`src/rtl/proc9_pkg.sv`:
```
// Shared definitions for the 9-bit processor control unit: instruction field
// layout, opcode encodings and the T-cycle state type.
package proc9_pkg;

    localparam int DATA_W = 9;

    localparam int III_MSB = 8;
    localparam int III_LSB = 6;
    localparam int XXX_MSB = 5;
    localparam int XXX_LSB = 3;
    localparam int YYY_MSB = 2;
    localparam int YYY_LSB = 0;

    localparam logic [2:0] OPC_MV   = 3'b000;
    localparam logic [2:0] OPC_MVI  = 3'b001;
    localparam logic [2:0] OPC_ADD  = 3'b010;
    localparam logic [2:0] OPC_SUB  = 3'b011;
    localparam logic [2:0] OPC_MVNZ = 3'b100;

    typedef enum logic [1:0] {
        T0 = 2'd0,
        T1 = 2'd1,
        T2 = 2'd2,
        T3 = 2'd3
    } tcycle_t;

endpackage

```
`src/rtl/proc9_dec3to8.sv`:
```
// 3-to-8 one-hot decoder with enable; all outputs are zero when disabled.
module proc9_dec3to8 (
    input  logic       en,
    input  logic [2:0] sel,
    output logic [7:0] onehot
);

    always_comb begin
        onehot = '0;
        if (en) begin
            onehot[sel] = 1'b1;
        end
    end

endmodule

```
`src/rtl/proc9_control_unit.sv`:
```
// Instruction sequencer for the 9-bit processor: latches IIIXXXYYY on Run and
// steps T0..T3 driving register enables and bus selects. Option: PROC9_MVNZ_EN.
module proc9_control_unit #(
    parameter int DATA_W = proc9_pkg::DATA_W,
    parameter int NREGS  = 8,
    parameter int OPC_W  = 3
) (
    input  logic              clock,
    input  logic              aReset,
    input  logic              Run,
    input  logic [DATA_W-1:0] DIN,
    input  logic              G_zero,
    output logic [NREGS-1:0]  Rin,
    output logic [NREGS-1:0]  Rout,
    output logic              DINout,
    output logic              Gout,
    output logic              Ain,
    output logic              Gin,
    output logic              AddSub,
    output logic              Done,
    output logic              Busy
);

    import proc9_pkg::*;

    tcycle_t           tcycle;
    tcycle_t           tcycle_nxt;
    logic [DATA_W-1:0] ir;
    logic [OPC_W-1:0]  opc;
    logic [2:0]        fld_x;
    logic [2:0]        fld_y;

    logic              rin_en;
    logic              rout_en;
    logic              rout_use_y;
    logic [2:0]        rout_sel;

    assign opc   = ir[III_MSB:III_LSB];
    assign fld_x = ir[XXX_MSB:XXX_LSB];
    assign fld_y = ir[YYY_MSB:YYY_LSB];

    // State register: IR only captures in T0, so Run/DIN are ignored mid-instruction
    always_ff @(posedge clock or posedge aReset) begin
        if (aReset) begin
            tcycle <= T0;
            ir     <= '0;
        end else begin
            tcycle <= tcycle_nxt;
            if (tcycle == T0 && Run) begin
                ir <= DIN;
            end
        end
    end

    always_comb begin
        tcycle_nxt = T0;
        case (tcycle)
            T0:      tcycle_nxt = Run ? T1 : T0;
            T1:      tcycle_nxt = (opc == OPC_ADD || opc == OPC_SUB) ? T2 : T0;
            T2:      tcycle_nxt = T3;
            T3:      tcycle_nxt = T0;
            default: tcycle_nxt = T0;
        endcase
    end

    // Outputs decode purely from state, so reset clears them without waiting for a clock
    always_comb begin
        rin_en     = 1'b0;
        rout_en    = 1'b0;
        rout_use_y = 1'b0;
        DINout     = 1'b0;
        Gout       = 1'b0;
        Ain        = 1'b0;
        Gin        = 1'b0;
        AddSub     = 1'b0;
        Done       = 1'b0;
        case (tcycle)
            T1: begin
                case (opc)
                    OPC_MV: begin
                        rout_en    = 1'b1;
                        rout_use_y = 1'b1;
                        rin_en     = 1'b1;
                        Done       = 1'b1;
                    end
                    OPC_MVI: begin
                        DINout = 1'b1;
                        rin_en = 1'b1;
                        Done   = 1'b1;
                    end
                    OPC_ADD, OPC_SUB: begin
                        rout_en = 1'b1;
                        Ain     = 1'b1;
                    end
`ifdef PROC9_MVNZ_EN
                    OPC_MVNZ: begin
                        rout_en    = 1'b1;
                        rout_use_y = 1'b1;
                        rin_en     = !G_zero;
                        Done       = 1'b1;
                    end
`endif
                    default: Done = 1'b1;
                endcase
            end
            T2: begin
                rout_en    = 1'b1;
                rout_use_y = 1'b1;
                Gin        = 1'b1;
                AddSub     = ir[III_LSB];
            end
            T3: begin
                Gout   = 1'b1;
                rin_en = 1'b1;
                Done   = 1'b1;
            end
            default: ;
        endcase
    end

`ifndef PROC9_MVNZ_EN
    logic unused_g_zero;
    assign unused_g_zero = G_zero;
`endif

    assign rout_sel = rout_use_y ? fld_y : fld_x;
    assign Busy     = (tcycle != T0);

    proc9_dec3to8 u_dec_rin (
        .en     (rin_en),
        .sel    (fld_x),
        .onehot (Rin)
    );

    proc9_dec3to8 u_dec_rout (
        .en     (rout_en),
        .sel    (rout_sel),
        .onehot (Rout)
    );

endmodule

```
`config.mk`:
```
export PLATFORM = sky130hd
export DESIGN_NAME = proc9_control_unit
export DESIGN_NICKNAME = d
export VERILOG_FILES = /design/src/rtl/proc9_pkg.sv /design/src/rtl/proc9_dec3to8.sv /design/src/rtl/proc9_control_unit.sv
export SDC_FILE = /design/constraint.sdc
export NUM_CORES = 1
export LEC_CHECK = 0
export CAP_MARGIN = 40
export CORE_MARGIN = 2
export CORE_UTILIZATION = 25
export DETAILED_ROUTE_END_ITERATION = 10
export GPL_ROUTABILITY_DRIVEN = 0
export PLACE_DENSITY = 0.6
export SLEW_MARGIN = 30
export SYNTH_ARGS = -nofsm -noshare
export SYNTH_HDL_FRONTEND = slang
export SYNTH_SLANG_ARGS = --single-unit
```
`constraint.sdc`:
```
create_clock -name clock -period 2.37 [get_ports clock]
set_input_delay 0.474 -clock clock [delete_from_list [all_inputs] [get_ports clock]]
set_output_delay 0.474 -clock clock [all_outputs]
set_load 0.05 [all_outputs]
```
== Word level (Yosys, flattened, before mapping) ==
Index checks and enable logic that the tools add are counted.

* Word-level logic and storage cells: 47
* Bits of input ports: 13
* Bits in registers: 11
* Output and inout bits: 23

* Reduce and logical (&&, ||, !) cells: 10
* Magnitude comparators: 4
* Mux-type cells: 25
* Equality and inequality tests: 6

{| class="wikitable"
|+ Operator list
! cell !! count
|-
| $mux W8 || 2
|-
| $mux W1 || 14
|-
| $lt A3 B4 Y1 const B || 2
|-
| $pmux W1 S2 || 4
|-
| $pmux W2 S4 || 1
|-
| $demux W1 S3 || 2
|-
| $eq A3 B2 Y1 const B || 2
|-
| $ge A3 B1 Y1 const B || 2
|-
| $eq A2 B2 Y1 const B || 2
|-
| $reduce_or A2 Y1 || 2
|-
| $eq A3 B1 Y1 const B || 1
|-
| $logic_and A1 B1 Y1 || 3
|-
| $logic_not A3 Y1 || 1
|-
| $mux W3 || 1
|-
| $reduce_or A3 Y1 || 1
|-
| $eq A2 B1 Y1 const B || 1
|-
| $logic_not A2 Y1 || 1
|-
| $mux W2 || 1
|-
| $reduce_bool A2 Y1 || 1
|-
| $logic_or A1 B1 Y1 || 1
|}

== Depth between registers and ports, before layout ==
* Word-level depth: 9
* Gate-level depth with buffers: 6
* Mapped depth without buffers: 6

== Hierarchy ==
From an unflattened synthesis, not the netlist that was laid out.

* Cells, all modules: 62
* Area total of the unflattened synthesis: 803.3 um2

{| class="wikitable"
|+ Modules (own cells, without submodules)
! module !! times used !! area each (um2) !! seq. area each (um2) !! cells an instance
|-
| proc9_control_unit || 1 || 613.1 || 275.3 || 46
|-
| proc9_dec3to8 || 2 || 95.1 || 0.0 || 8
|}

== Worst setup path after synthesis ==
No wires, ideal clock.

* Kind: reg2out
* Start point: register tcycle[0]
* End point: output port Rout[1]
* Path slack: -0.403 ns
* Stages on the path, launching flop included: 6
* Path buffers: 0
* Data arrival time: 2.299 ns
* Required time: 1.896 ns
* Cell sequence: dfrtp_1 > inv_1 > ha_1 > a221o_1 > a211o_1 > nor2_1

* Word-level cells in the longest chain between the ends: 8
* Elaborated cells on any way between the ends: 11
* Classes of those cells: order compare (2); eq/ne (2); mux (6); reduce/logical (1)

{| class="wikitable"
|+ Ends and longest elaborated chain
! element !! RTL line !! source
|-
| start, declared || proc9_control_unit.sv:26 || <nowiki>tcycle_t tcycle;</nowiki>
|-
| start signal, assigned || proc9_control_unit.sv:48 || <nowiki>tcycle <= tcycle_nxt;</nowiki>
|-
| $eq A2 B2 Y1 or $eq A2 B1 Y1 (tied branches) || proc9_control_unit.sv:77 || <nowiki>case (tcycle)</nowiki>
|-
| $pmux W1 S2 || proc9_control_unit.sv:77 ||
|-
| $mux W3 || proc9_control_unit.sv:126 || <nowiki>assign rout_sel = rout_use_y ? fld_y : fld_x;</nowiki>
|-
| $lt A3 B4 Y1 (not written as such) or $ge A3 B1 Y1 (tied branches) || proc9_dec3to8.sv:11 || <nowiki>onehot[sel] = 1'b1;</nowiki>
|-
| $logic_and A1 B1 Y1 (not written as such) || proc9_dec3to8.sv:11 ||
|-
| $mux W1 (not written as such) || proc9_dec3to8.sv:11 ||
|-
| $demux W1 S3 || -- ||
|-
| $mux W8 * || proc9_dec3to8.sv:10 || <nowiki>if (en) begin</nowiki>
|-
| end, declared || proc9_control_unit.sv:14 || <nowiki>output logic [NREGS-1:0] Rout,</nowiki>
|}

Mark *: on every way between the ends. The rest lies on a longest branch, timed or not.

== Final worst setup path ==
* Start point: register tcycle[0]
* End point: output port Rout[3]

Same word-level chain as after synthesis.

==> summary.md <==
| Metric | Value |
|---|---|
| Outcome | `complete, but fails checks` |
| Failing checks | `negative setup slack` |
| Detailed Routing Iterations Pass 1 | `4` |
| FMAX | `390 MHz` |
| Number of synthesized register bits | `11` |
| Reg-to-reg critical path startpoint | `tcycle[0]$_DFF_PP0_` |
| Drt wl/cell | `12.1 um` |
| Synth Warn # | `0` |
| Max-cap viol count | `0` |
| Post-layout nets | `151` |
| Clock Path Buffers | `2` |
| CTS HTree Levels | `1` |
| Initial Util | `25.7%` |
| Internal power | `0.000983 W` |
| DRC viols | `0` |
| Worst setup margin | `-197 ps` |
| Number of global-route vias before repair | `775` |
| Chip height | `59.6 um` |
| Startpoint types | `register` |
| DP Wirelength | `1.72 mm` |
| Worst vdd ir | `0.484 mV` |
| Crit end category | `output pin` |
| Antenna violations before repair | `0` |
| RSZ-0062 raised after global routing | `true` |
| Sequential fraction of the synthesis area | `35.7%` |
| NetSw | `0.000914 W` |
| Syn_nets | `99` |
| Clk pin slew, worst setup/hold paths | `60 ps` |
| Io pins | `36` |
| Number of cells produced by synthesis | `81` |
| Largest net degree at the start of global routing | `12` |
| Crit share post-route | `108%` |
| First-pass GRT wire length | `3.46 mm` |
| CTS root buf | `clkbuf_4` |
| Worst Setup Path Type | `register to output pin` |
| Rel. slew slack | `67.1%` |
| GRT Util Overall | `12.8%` |
| Setup slack, reg-to-reg | `960 ps` |
| Chip Width | `59.6 um` |
| Mapped Area | `772 um2` |
| Std cell rows | `20` |
| Pwr Total | `0.00190 W` |
| Via Count | `763` |
| Endpoint of the lowest-slack register-to-register path | `ir[1]$_DFFE_PP0P_` |
| # setup viols final | `8` |
| Starting DRT DRC Count | `15` |
| Leak pwr | `0.673 nW` |
| Full die area | `3550 um2` |
| Layout area overhead | `108%` |
| Worst slack, placed | `-52.3 ps` |
| Cts bufs inserted | `3` |
| Port-buffer cells | `34` |
| Net Sw Frac | `48.2%` |
| Latest clock arrival within the worst-skew pair | `270 ps` |
| Skew final | `2.56 ps` |
| Reg2reg path depth | `4` |
| TritonCTS Sinks | `11` |
| CTS tree | `yes` |
| Reg power frac | `22.5%` |
| Fin. Hold Viols | `0` |
| Critical Path Fanout Max | `4` |
| Ant. Diodes | `0` |
| Least-Margin Pin Slew | `493 ps` |
| Core area | `3000 um2` |
| Distinct cells, synth | `25` |
| WP data required | `1900 ps` |
| Post-DR vias/cell | `4.62` |
| Share of layout cells above drive strength 1 | `59.1%` |
| Mean Syn Cell Area | `9.53 um2` |
| Cell Pwr Density | `1180 nW/um2` |
| Post-route ant nets | `0` |
| Tmin final | `2570 ps` |
| Slew Limit Fails | `0` |
| CTS Hold Bufs | `0` |
| Clock share of power | `6.5%` |
| Comb power frac | `71.0%` |
| Data arrival, critical path | `2090 ps` |
| Grt total ovfl | `0` |
| Final WL | `2.00 mm` |
| Worst min path class | `input pin to asynchronous set/reset pin` |
## logic make-up (layout without fill, tap and decap cells)
group           count (synthesis)  after routing  synth area share (%)
mux                            14             14                  20.7
flops                          11             11                  35.7
fa+ha+maj                       5              5                  8.10
buf+inv                         7             58                  3.40
simple gates                   35             35                  23.8
compound gates                  9              9                  8.27
## critical path: stages (launching register included)
cell and delay (ps):
dfrtp_1 410, inv_2 90, ha_4 210, nor2b_4 120
a221o_1 340, a211o_4 400, nor2_4 120, buf_12 140
## through the flow
stage | TNS (ps) | cell area, um2 | cells | hold WS (ps) | util [%]
6_report | -1170 | 1610 | 165 | 490 | 53.5
5_1_grt | -1960 | 1610 | 165 | 522 | 53.5
4_1_cts | -1330 | 1560 | 164 | 505 | 51.9
3_5_place_dp | -63.3 | 1480 | 159 | 526 | 49.2
3_3_place_gp | -13.2 | 1480 | 159 | 515 | 49.2
2_1_floorplan | -390 | 852 | 81 | 326 | -
## cells in the mapped netlist (all sizes together)
master | instances | area [um2]
nand2 | 5 | 18.8
inv | 7 | 26.3
nor3 | 2 | 10.0
a21o | 1 | 7.51
and3 | 1 | 6.26
or2b | 2 | 15.0
a211o | 1 | 8.76
nor3b | 1 | 12.5
mux2i | 1 | 10.0
nor2b | 1 | 6.26
nor4b | 1 | 15.0
a31oi | 1 | 6.26
and2 | 2 | 12.5
dfrtp | 11 | 275
nand2b | 3 | 18.8
a221o | 1 | 10.0
nor2 | 16 | 60.1
mux2 | 13 | 150
ha | 5 | 62.6
o211ai | 1 | 7.51
o21ai | 4 | 23.8
nand4b | 1 | 8.76
## power by group through the flow
| stage | combinational, W | clock, W | sequential (W) |
|---|---|---|---|
| floorplan | 0.000810 | 0 | 0.000378 |
| global placement | 0.00120 | 0 | 0.000400 |
| detailed placement | 0.00122 | 0 | 0.000406 |
| CTS | 0.00131 | 0.000129 | 0.000409 |
| global route | 0.00144 | 0.000139 | 0.000448 |
| finish | 0.00135 | 0.000123 | 0.000427 |
## per-layer routing
metal | vias to the layer above | part of all wire [%] | global-route usage (%) | wire, um
li1 | 381 | - | - | -
met1 | 352 | 39 | 15.4 | 780
met5 | - | 0 | 0 | 0
met4 | 0 | 1.3 | 4.76 | 25
met3 | 4 | 5.7 | 2.84 | 113
met2 | 26 | 54 | 22.3 | 1080
## cells in the final DEF, fill, tap and decap left out, types with 2 or more instances in the layout
master / synthesis / layout
buf_12: 0 / 17
buf_4: 0 / 16
clkdlybuf4s50_1: 0 / 12
dfrtp_1: 11 / 11
mux2_2: 12 / 10
nor2_4: 0 / 8
nor2_2: 0 / 6
nand2_1: 5 / 5
inv_1: 7 / 5
nand2b_1: 3 / 3
mux2_4: 1 / 3
clkbuf_4: 0 / 3
inv_2: 0 / 2
o21ai_2: 1 / 2
or2b_1: 2 / 2
nor2_1: 16 / 2
and2_1: 2 / 2
ha_4: 0 / 2
ha_1: 5 / 2
## worst max path at each step
stage,from,end,cells after the start
finish,tcycle[0]$_DFF_PP0_,Rout[3],7
global route,tcycle[0]$_DFF_PP0_,Rout[3],7
CTS,tcycle[0]$_DFF_PP0_,Rout[3],7
detailed placement,tcycle[0]$_DFF_PP0_,Rout[1],7
global placement,register,Rout[1],7
floorplan,tcycle[0]$_DFF_PP0_,Rout[1],6
## layout make-up
class	instances	area, um2
Tap cell	33	41.3
Fill cell	264	1400
Multi-Input combinational cell	63	637
Clock buffer	4	26.3
Timing Repair Buffer	47	601
Inverter	7	26.3
Sequential cell	11	275
## registers in the layout, summed over array words and instances, names as in the netlist, named ones only
| register | cells |
|---|---|
| ir | 9 |
| tcycle | 1 |
## repair_timing
action	4_1_cts	5_1_grt
resized for setup	13	11
pin swaps	4	5
hold endpoints to repair	0	0
endpoints found under the setup margin	13	16
setup buffers	1	1
No activity file was read; power rests on OpenSTA's default activity.
